===== config.mk =====
export PLATFORM = sky130hd
export DESIGN_NAME = alfsr_gen_flat
export DESIGN_NICKNAME = d
export VERILOG_FILES = /design/src/rtl/alfsr_pkg.sv /design/src/rtl/alfsr_gen_if.sv /design/src/rtl/alfsr_gen_lfsr_core.sv /design/src/rtl/alfsr_gen.sv /design/src/flat_wrapper.sv
export SDC_FILE = /design/constraint.sdc
export NUM_CORES = 1
export LEC_CHECK = 0
export BUFFER_PORTS_ARGS = -buffer_cell sky130_fd_sc_hd__buf_2
export CAP_MARGIN = 20
export CORE_ASPECT_RATIO = 0.5
export CORE_MARGIN = 2
export CORE_UTILIZATION = 50
export DETAILED_ROUTE_END_ITERATION = 10
export GPL_ROUTABILITY_DRIVEN = 1
export PLACE_DENSITY = 0.73
export SLEW_MARGIN = 40
export SYNTH_ARGS = -nofsm -noshare
export SYNTH_HDL_FRONTEND = slang
export SYNTH_SLANG_ARGS = --single-unit

===== constraint.sdc =====
create_clock -name clk -period 4.51 [get_ports clk]
set_input_delay 0.6765 -clock clk [delete_from_list [all_inputs] [get_ports clk]]
set_output_delay 0.6765 -clock clk [all_outputs]
set_load 0.01 [all_outputs]

===== src/rtl/alfsr_pkg.sv =====
// Shared types, default constants and the LFSR step function for the
// alternating-step generator (alfsr_gen).
package alfsr_pkg;

  typedef enum logic [1:0] {
    LOAD = 2'd0,
    WARM = 2'd1,
    RUN  = 2'd2
  } state_t;

  localparam int W0_DEF = 11;
  localparam int W1_DEF = 13;
  localparam int W2_DEF = 17;
  localparam int SW_DEF = W0_DEF + W1_DEF + W2_DEF;

  localparam logic [W0_DEF-1:0] TAP0_DEF = 11'h500;    // x^11+x^9+1
  localparam logic [W1_DEF-1:0] TAP1_DEF = 13'h100D;   // x^13+x^4+x^3+x+1
  localparam logic [W2_DEF-1:0] TAP2_DEF = 17'h12000;  // x^17+x^14+1
  localparam logic [SW_DEF-1:0] SEED_DEF = 41'h1_5A5A_C3C3_1;

  // One Fibonacci step of a w-bit register r with feedback mask t; the value
  // is carried in a 64-bit container so every register width shares one helper.
  function automatic logic [63:0] lfsr_next(input logic [63:0] r,
                                            input logic [63:0] t,
                                            input int          w);
    logic [63:0] mask;
    logic        fb;
    mask = (64'd1 << w) - 64'd1;
    fb   = ^(r & t & mask);
    return ((r << 1) | {63'd0, fb}) & mask;
  endfunction

endpackage


===== src/rtl/alfsr_gen_if.sv =====
// Bus between the alfsr_gen bit source (slave) and whoever drives its
// step/seed controls (master); also carries the FSM state for observation.
interface alfsr_gen_if #(
  parameter int SW = alfsr_pkg::SW_DEF
);
  // RND_valid is a one-cycle strobe with no ready: a bit is delivered on every
  // cycle RND_valid is high and the consumer must take it; the only way to
  // throttle the source is to drop en.
  logic                 en;
  logic                 seed_load;
  logic [SW-1:0]        seed_in;
  logic                 RND_out;
  logic                 RND_valid;
  logic                 warming;
  alfsr_pkg::state_t    dbg_state;

  modport master (
    output en, seed_load, seed_in,
    input  RND_out, RND_valid, warming, dbg_state
  );

  modport slave (
    input  en, seed_load, seed_in,
    output RND_out, RND_valid, warming, dbg_state
  );

endinterface


===== src/rtl/alfsr_gen_lfsr_core.sv =====
// lfsr_core: one Fibonacci LFSR register with seed load and a zero-seed guard
// (an all-zero load becomes 1 so the register can never lock up).
module lfsr_core
  import alfsr_pkg::*;
#(
  parameter int           W = W0_DEF,
  parameter logic [W-1:0] T = TAP0_DEF
) (
  input  logic         clk,
  input  logic         rst_load,
  input  logic [W-1:0] load_val,
  input  logic         step,
  output logic [W-1:0] q
);

  logic [63:0]   nx_wide;
  logic [63:W]   unused_hi;

  assign nx_wide   = lfsr_next(64'(q), 64'(T), W);
  assign unused_hi = nx_wide[63:W];

  always_ff @(posedge clk) begin
    if (rst_load) begin
      q <= (load_val == '0) ? W'(1) : load_val;
    end else if (step) begin
      q <= nx_wide[W-1:0];
    end
  end

endmodule


===== src/rtl/alfsr_gen.sv =====
// alfsr_gen: alternating-step LFSR random bit source. R0 picks whether R1 or
// R2 advances; the output is the XOR of their MSBs. Define ALFSR_WARMUP_EN to
// build the warm-up discard phase (WARM state, counter, live warming output).
module alfsr_gen
  import alfsr_pkg::*;
#(
  parameter int                    W0     = W0_DEF,
  parameter int                    W1     = W1_DEF,
  parameter int                    W2     = W2_DEF,
  parameter logic [W0-1:0]         TAP0   = TAP0_DEF,
  parameter logic [W1-1:0]         TAP1   = TAP1_DEF,
  parameter logic [W2-1:0]         TAP2   = TAP2_DEF,
  parameter logic [W0+W1+W2-1:0]   SEED   = SEED_DEF,
  parameter int                    WARMUP = 64
) (
  input  logic       clk,
  input  logic       rst,
  alfsr_gen_if.slave bus
);

  localparam int SW = W0 + W1 + W2;

  state_t          state;
  logic [SW-1:0]   seed_q;
  logic [W0-1:0]   r0_q;
  logic [W1-1:0]   r1_q;
  logic [W2-1:0]   r2_q;
  logic            rnd_out_q;
  logic            rnd_valid_q;
  logic            load_now;
  logic            stepping;
  logic            sel1;
  logic            nx_bit;

`ifdef ALFSR_WARMUP_EN
  localparam int CW = (WARMUP > 0) ? $clog2(WARMUP + 1) : 1;
  logic [CW-1:0] warm_cnt;
  logic          warming_q;
`else
  logic [31:0]   unused_warmup;
  assign unused_warmup = WARMUP;
`endif

  assign load_now = (state == LOAD);
  assign stepping = !rst && !bus.seed_load && bus.en && (state == WARM || state == RUN);

  // R0's MSB before the update selects the data register that advances; the
  // new output bit is therefore the stepped register's old second-MSB.
  assign sel1   = r0_q[W0-1];
  assign nx_bit = (sel1 ? r1_q[W1-2] : r1_q[W1-1]) ^ (sel1 ? r2_q[W2-1] : r2_q[W2-2]);

  lfsr_core #(.W(W0), .T(TAP0)) u_r0 (
    .clk      (clk),
    .rst_load (load_now),
    .load_val (seed_q[W0-1:0]),
    .step     (stepping),
    .q        (r0_q)
  );

  lfsr_core #(.W(W1), .T(TAP1)) u_r1 (
    .clk      (clk),
    .rst_load (load_now),
    .load_val (seed_q[W0+W1-1:W0]),
    .step     (stepping & sel1),
    .q        (r1_q)
  );

  lfsr_core #(.W(W2), .T(TAP2)) u_r2 (
    .clk      (clk),
    .rst_load (load_now),
    .load_val (seed_q[SW-1:W0+W1]),
    .step     (stepping & ~sel1),
    .q        (r2_q)
  );

  always_ff @(posedge clk) begin
    if (rst) begin
      state       <= LOAD;
      seed_q      <= SEED;
      rnd_out_q   <= 1'b0;
      rnd_valid_q <= 1'b0;
`ifdef ALFSR_WARMUP_EN
      warm_cnt    <= '0;
      warming_q   <= 1'b0;
`endif
    end else if (bus.seed_load) begin
      seed_q      <= bus.seed_in;
      state       <= LOAD;
      rnd_valid_q <= 1'b0;
`ifdef ALFSR_WARMUP_EN
      warming_q   <= 1'b0;
`endif
    end else begin
      rnd_valid_q <= 1'b0;
`ifdef ALFSR_WARMUP_EN
      warming_q   <= 1'b0;
`endif
      case (state)
        LOAD: begin
`ifdef ALFSR_WARMUP_EN
          warm_cnt <= '0;
          state    <= (WARMUP > 0) ? WARM : RUN;
`else
          state    <= RUN;
`endif
        end
`ifdef ALFSR_WARMUP_EN
        WARM: begin
          warming_q <= 1'b1;
          if (bus.en) begin
            rnd_out_q <= nx_bit;
            warm_cnt  <= warm_cnt + CW'(1);
            if (warm_cnt == CW'(WARMUP - 1)) begin
              state <= RUN;
            end
          end
        end
`endif
        RUN: begin
          if (bus.en) begin
            rnd_out_q   <= nx_bit;
            rnd_valid_q <= 1'b1;
          end
        end
        default: state <= LOAD;
      endcase
    end
  end

  assign bus.RND_out   = rnd_out_q;
  assign bus.RND_valid = rnd_valid_q;
  assign bus.dbg_state = state;
`ifdef ALFSR_WARMUP_EN
  assign bus.warming   = warming_q;
`else
  assign bus.warming   = 1'b0;
`endif

endmodule


===== src/flat_wrapper.sv =====
// flat-port wrapper written by rule: the top's interface ports become plain ports
module alfsr_gen_flat import alfsr_pkg::*;
#(
  parameter int                    W0     = W0_DEF,
  parameter int                    W1     = W1_DEF,
  parameter int                    W2     = W2_DEF,
  parameter logic [W0-1:0]         TAP0   = TAP0_DEF,
  parameter logic [W1-1:0]         TAP1   = TAP1_DEF,
  parameter logic [W2-1:0]         TAP2   = TAP2_DEF,
  parameter logic [W0+W1+W2-1:0]   SEED   = SEED_DEF,
  parameter int                    WARMUP = 64
)
  (clk, rst, bus_en, bus_seed_load, bus_seed_in, bus_RND_out, bus_RND_valid, bus_warming, bus_dbg_state);
  alfsr_gen_if #(.SW((W0 + W1 + W2))) bus_i ();
  input  logic clk;
  input  logic rst;
  input wire logic [$bits(bus_i.en)-1:0] bus_en;
  input wire logic [$bits(bus_i.seed_load)-1:0] bus_seed_load;
  input wire logic [$bits(bus_i.seed_in)-1:0] bus_seed_in;
  output wire logic [$bits(bus_i.RND_out)-1:0] bus_RND_out;
  output wire logic [$bits(bus_i.RND_valid)-1:0] bus_RND_valid;
  output wire logic [$bits(bus_i.warming)-1:0] bus_warming;
  output wire logic [$bits(bus_i.dbg_state)-1:0] bus_dbg_state;
  assign bus_i.en = bus_en;
  assign bus_i.seed_load = bus_seed_load;
  assign bus_i.seed_in = bus_seed_in;
  assign bus_RND_out = bus_i.RND_out;
  assign bus_RND_valid = bus_i.RND_valid;
  assign bus_warming = bus_i.warming;
  assign bus_dbg_state = bus_i.dbg_state;
  alfsr_gen #(.W0(W0), .W1(W1), .W2(W2), .TAP0(TAP0), .TAP1(TAP1), .TAP2(TAP2), .SEED(SEED), .WARMUP(WARMUP)) u_core (.clk(clk), .rst(rst), .bus(bus_i));
endmodule

Word level (Yosys, flattened, before mapping). Cells that the tools add are included.

Equal/unequal tests: 2. Muxes and demuxes: 13. Bitwise operators: 9. Reductions and logical operators: 19.

Operators by type and width (number): 64-bit XOR reduction (3); 17-bit two-way mux (3); 13-bit two-way mux (3); 11-bit two-way mux (3); 17-bit zero test (1); 17-bit by 1-bit bitwise OR with 17-bit output (1); 13-bit zero test (1); 13-bit by 1-bit bitwise OR with 13-bit output (1); 11-bit zero test (1); 11-bit by 1-bit bitwise OR with 11-bit output (1); 2-bit nonzero test (3); 2-bit case mux with 2 select lines (1); 1-bit logical AND (3); 1-bit two-way mux (3); 1-bit NOT (3); 3-bit AND reduction (1); 3-bit OR reduction (1); 1-bit AND (2); 2-bit by 1-bit == test with 1-bit output, second input constant (1); 2-bit == test, second input constant (1); 1-bit zero test (2); 2-bit zero test (1); 2-bit OR reduction (1); 1-bit logical OR (1); 1-bit bitwise XOR (1).

Bits in registers: 86. Bits of input ports: 45. Output and inout bits: 5. Word-level logic and storage cells: 50.

Depth between registers and ports, before layout.
Depth in word-level cells: 7. Mapped depth: 5. Depth with buffers taken out: 3.

Hierarchy. Synthesis repeated with hierarchy kept, for this count alone.

Cell total of the unflattened synthesis: 263. Area, all modules: 3568.4 sq um.

By module, submodules not included: alfsr_gen (instances 1, cells an instance 153, area an instance 1662.8 sq um, seq. area each 880.8 sq um); lfsr_core (u_core.u_r2) (instances 1, cells an instance 45, area an instance 775.7 sq um, seq. area each 510.5 sq um); lfsr_core (u_core.u_r1) (instances 1, cells an instance 35, area an instance 604.3 sq um, seq. area each 390.4 sq um); lfsr_core (u_core.u_r0) (instances 1, cells an instance 30, area an instance 525.5 sq um, seq. area each 330.3 sq um).

Worst setup path after synthesis. No wires, ideal clock.

Path kind: input to register. Start: input port bus_seed_load. End: register u_core.u_r2.q[0] (enable). Library setup time: 0.415 ns. Data arrival time: 2.257 ns. Data required time: 4.095 ns. Setup slack: 1.838 ns. Stages: 4. Buffers on the path: 1. Cell sequence: buf_6 > nor2_1 > nand2_1 > o21ai_0.

Longest elaborated chain between the ends: 6.

RTL lines: from (decl) (RTL line flat_wrapper.sv:18) `input wire logic [$bits(bus_i.seed_load)-1:0] bus_seed_load;`; 1-bit zero test (RTL line alfsr_gen.sv:45) `assign stepping = !rst && !bus.seed_load && bus.en && (state == WARM || state == RUN);`; 1-bit logical AND (3 in series) (RTL line alfsr_gen.sv:45); 1-bit AND (RTL line alfsr_gen.sv:72) `.step (stepping & ~sel1),`; 2-bit nonzero test (no line); to (signal assigned) (RTL line alfsr_gen_lfsr_core.sv:24) `q <= (load_val == '0) ? W'(1) : load_val;`; to (signal assigned) (RTL line alfsr_gen_lfsr_core.sv:26) `q <= nx_wide[W-1:0];`; to (decl) (RTL line alfsr_gen_lfsr_core.sv:13) `output logic [W-1:0] q`.

Every way passes these cells. A chain may end at the register's enable or synchronous reset.

Worst setup path in the final report.
Start: register u_core.state[1] (netlist: u_core.bus.dbg_state[1]). End: output port bus_dbg_state[1].

RTL lines: from (decl) (RTL line alfsr_gen.sv:23) `state_t state;`; from (signal assigned) (RTL line alfsr_gen.sv:78) `state <= LOAD;`; from (signal assigned) (RTL line alfsr_gen.sv:88) `state <= LOAD;`; from (signal assigned) (RTL line alfsr_gen.sv:104) `state <= RUN;`; to (decl) (RTL line flat_wrapper.sv:23) `output wire logic [$bits(bus_i.dbg_state)-1:0] bus_dbg_state;`.

No word-level cell between the ends.

==> run metrics <==
run status finished, final reports clean; Hold WS roughly 530 ps; reg2reg path depth 1; biggest area consumer among synthesized cells edfxtp_1; largest net degree at the start of global routing 50; RR Startpoint u_core.bus.dbg_state[1]; post_cts resized 0; die height ~63 um; grt ovf 0; Hold Buf Count CTS 0; clock latency at the later pin of the worst-skew pair roughly 330 ps; Worst path top cell family by delay flip-flops; DR pass1 iterations 4; Synth Area in Simple Gates roughly 8.6%; Slew HR between 40% and 50%; Crit. Startpoint u_core.bus.dbg_state[1]; Slew @ Worst Pin a little over 800 ps; Overall Power between 1.5 and 2 mW; dpl cells between 300 and 400; fin area just over 4000 um^2; Post-Syn Area approximately 3500 um^2; DRC Markers 0; layout cell share with drive strength beyond 1 roughly 34%; register area share after synthesis 60.0%; RSZ-0062 raised after global routing false; Post-Synthesis Cells 260; CTS tree done; Max-Cap Viols 0; Slew Viols, Final 0; WS Path Type flip-flop to output port; Clock Sinks 85; dpl hpwl 4.01 mm; setup bufs post-CTS 0; die area around 7800 um^2; PwrDens 468 nW/um^2; Layout Nets about 350; crit-path cells buf_2; P_int about 1.5 mW; drt wl/cell roughly 15 um; Ys Warns 0; Total GRT Usage 17.7%; diode count 0; global-route wire length before repair roughly 10 mm; vias post-DR between 2000 and 2500; initial antenna violation count 0; Tmin final about 2000 ps; fin cells 401; Post-Synth Adder-Cell Area 0%; Critical Path End bus_dbg_state[1]; post-detailed-route count of antenna-violating nets 0; synth top area cells edfxtp_1 (35%), dfxtp_1 (25%), mux2_2 (12%); CTS root buf clkbuf_16; Iteration-0 DRC Markers 91; Comb pwr share 7.7%; # setup viols final 0; endpoints failing hold 0; flop and latch count out of synthesis 85; Final Cycle Share 44.3%; Die Width 123 um; Via density roughly 5.2; H-tree levels 3; Placement Cell Area between 3000 and 4000 um^2; CTS Buf Count 9; gpl congestion roughly 0.74; mux share of post-synthesis cell area roughly a fifth; worst-path fanout max between 40 and 50; IO buf count 47; switching share of power 21.1%; Synth Area in XOR/XNOR 1.74%; f_max 501 MHz; Worst setup EP type output port; Clock Path Buffers 2; reg-to-reg endpoint u_core.u_r0.q[4]; Core Region slightly below 7000 um^2; arrival time at the worst endpoint about 1300 ps; Hold Path Class flip-flop to flip-flop; Sw Pwr approximately 400 uW; Clk network pwr share between 40 and 50%; prevailing post-synth register cell dfxtp_1; Final Skew 6.66 ps; Reg power frac about half; DRT Wirelength just over 6 mm; Synth Area per Inst between 10 and 15 um^2; area grow syn2layout 16.4%; CP Depth 1; Filler cells 531; flop2flop setup slack slightly below 3000 ps; complex-gate fraction of the synthesized area between 5 and 6%; maximum VDD drop 0.216 mV; largest family of logic cells by synthesized area multiplexers; vias in the first global route 2136; Buf/Inv on CP 1; Required @ worst endpoint approximately 3800 ps; cell row count 21; CP max stage delay roughly 740 ps; Critical Path Slowest Stage Cell dfxtp_4; Worst Setup Start Kind flip-flop; number of distinct library cells after synthesis 28; IO Pins 50; Leak Pwr roughly 1.7 nW; top-area cell type share of the netlist area between 30% and 40%; commonest cells in the synthesized netlist dfxtp_1 (44), edfxtp_1 (41), mux2_2 (38); ys async rst share 0%; EDFF count, synth between 40 and 50; clk slew on worst S/H paths roughly 60 ps; Final TNS setup 0 ps; Initial Utilization 52.1%; most frequent cell after synthesis dfxtp_1
## cell usage in the layout, fill, tap and decap left out, types with 2 or more instances in the layout
master	netlist	final
clkbuf_16	0	9
nor2b_1	17	17
xor2_1	3	3
bufinv_16	0	3
nand2_1	2	2
a311oi_1	2	2
a21oi_1	2	2
conb_1	1	2
mux2i_1	25	25
nor4_1	8	8
buf_2	4	47
edfxtp_1	41	41
dfxtp_1	44	43
and2b_1	2	2
a211o_1	18	18
buf_4	4	3
mux2_2	38	38
nor2_1	26	26
xnor2_1	4	4
o21ai_1	1	2
## power by group through the flow
stage	registers [mW]	logic [mW]	clock network, mW
floorplan	0.924	0.124	0
CTS	0.929	0.149	0.857
detailed placement	0.945	0.146	0
finish	0.929	0.147	0.842
global route	0.937	0.164	0.894
global placement	0.942	0.141	0
## metrics by stage
step | utilization (%) | setup WS (ps)
6_report | 60.7 | 2510
5_1_grt | 60.7 | 2450
4_1_cts | 60.7 | 2510
3_5_place_dp | 55.5 | 2260
3_3_place_gp | 55.5 | 2340
2_1_floorplan | - | 1840
## logic make-up after synthesis
kind of cell	after synthesis
and+or+nand+nor	59
xor gates and xnor gates	7
muxes	63
buffers and inverters	19
other	1
DFF	85
AOI/OAI and AO/OA	26
## how the worst min path moves through the flow
stage	from	to	slack, ps	depth (start not counted)
after floorplan	u_core.seed_q[38]	u_core.seed_q[38]	470	2
after global placement	u_core.seed_q[7]	u_core.seed_q[7]	510	2
after detailed placement	u_core.seed_q[9]	u_core.seed_q[9]	530	2
after CTS	bus_seed_in[10]	u_core.seed_q[10]	540	2
after global routing	bus_seed_in[10]	u_core.seed_q[10]	530	2
final	u_core.seed_q[38]	u_core.seed_q[38]	530	2
## routing by layer
metal / up-vias / global-route usage [%] / wire (um)
li1: 1040 / - / -
met1: 1024 / 22.7 / 2990
met2: 35 / 28.0 / 2870
met3: 4 / 6.70 / 271
met4: 0 / 5.17 / 57
met5: - / 0 / 0
## state kept, by name, indices dropped and copies added (netlist names)
| name | cells |
|---|---|
| u_core.bus.dbg_state | 1 |
| u_core.u_r2.q | 17 |
| u_core.u_r0.q | 11 |
| u_core.u_r1.q | 13 |
| u_core.seed_q | 41 |
| u_core.bus.RND_out | 1 |
| u_core.bus.RND_valid | 1 |
## layout make-up
| class | count | area (um^2) | share of cell area (%) |
|---|---|---|---|
| well taps | 92 | 115 | 2.81 |
| clock inverters | 7 | 123 | 2.99 |
| inverters | 1 | 3.75 | 0.0916 |
| clock buffers | 9 | 225 | 5.49 |
| multi-input cells | 157 | 1260 | 30.7 |
| flip-flops and latches | 85 | 2120 | 51.6 |
| repair buffers | 50 | 258 | 6.29 |
Power figures use the tool's default switching activity.
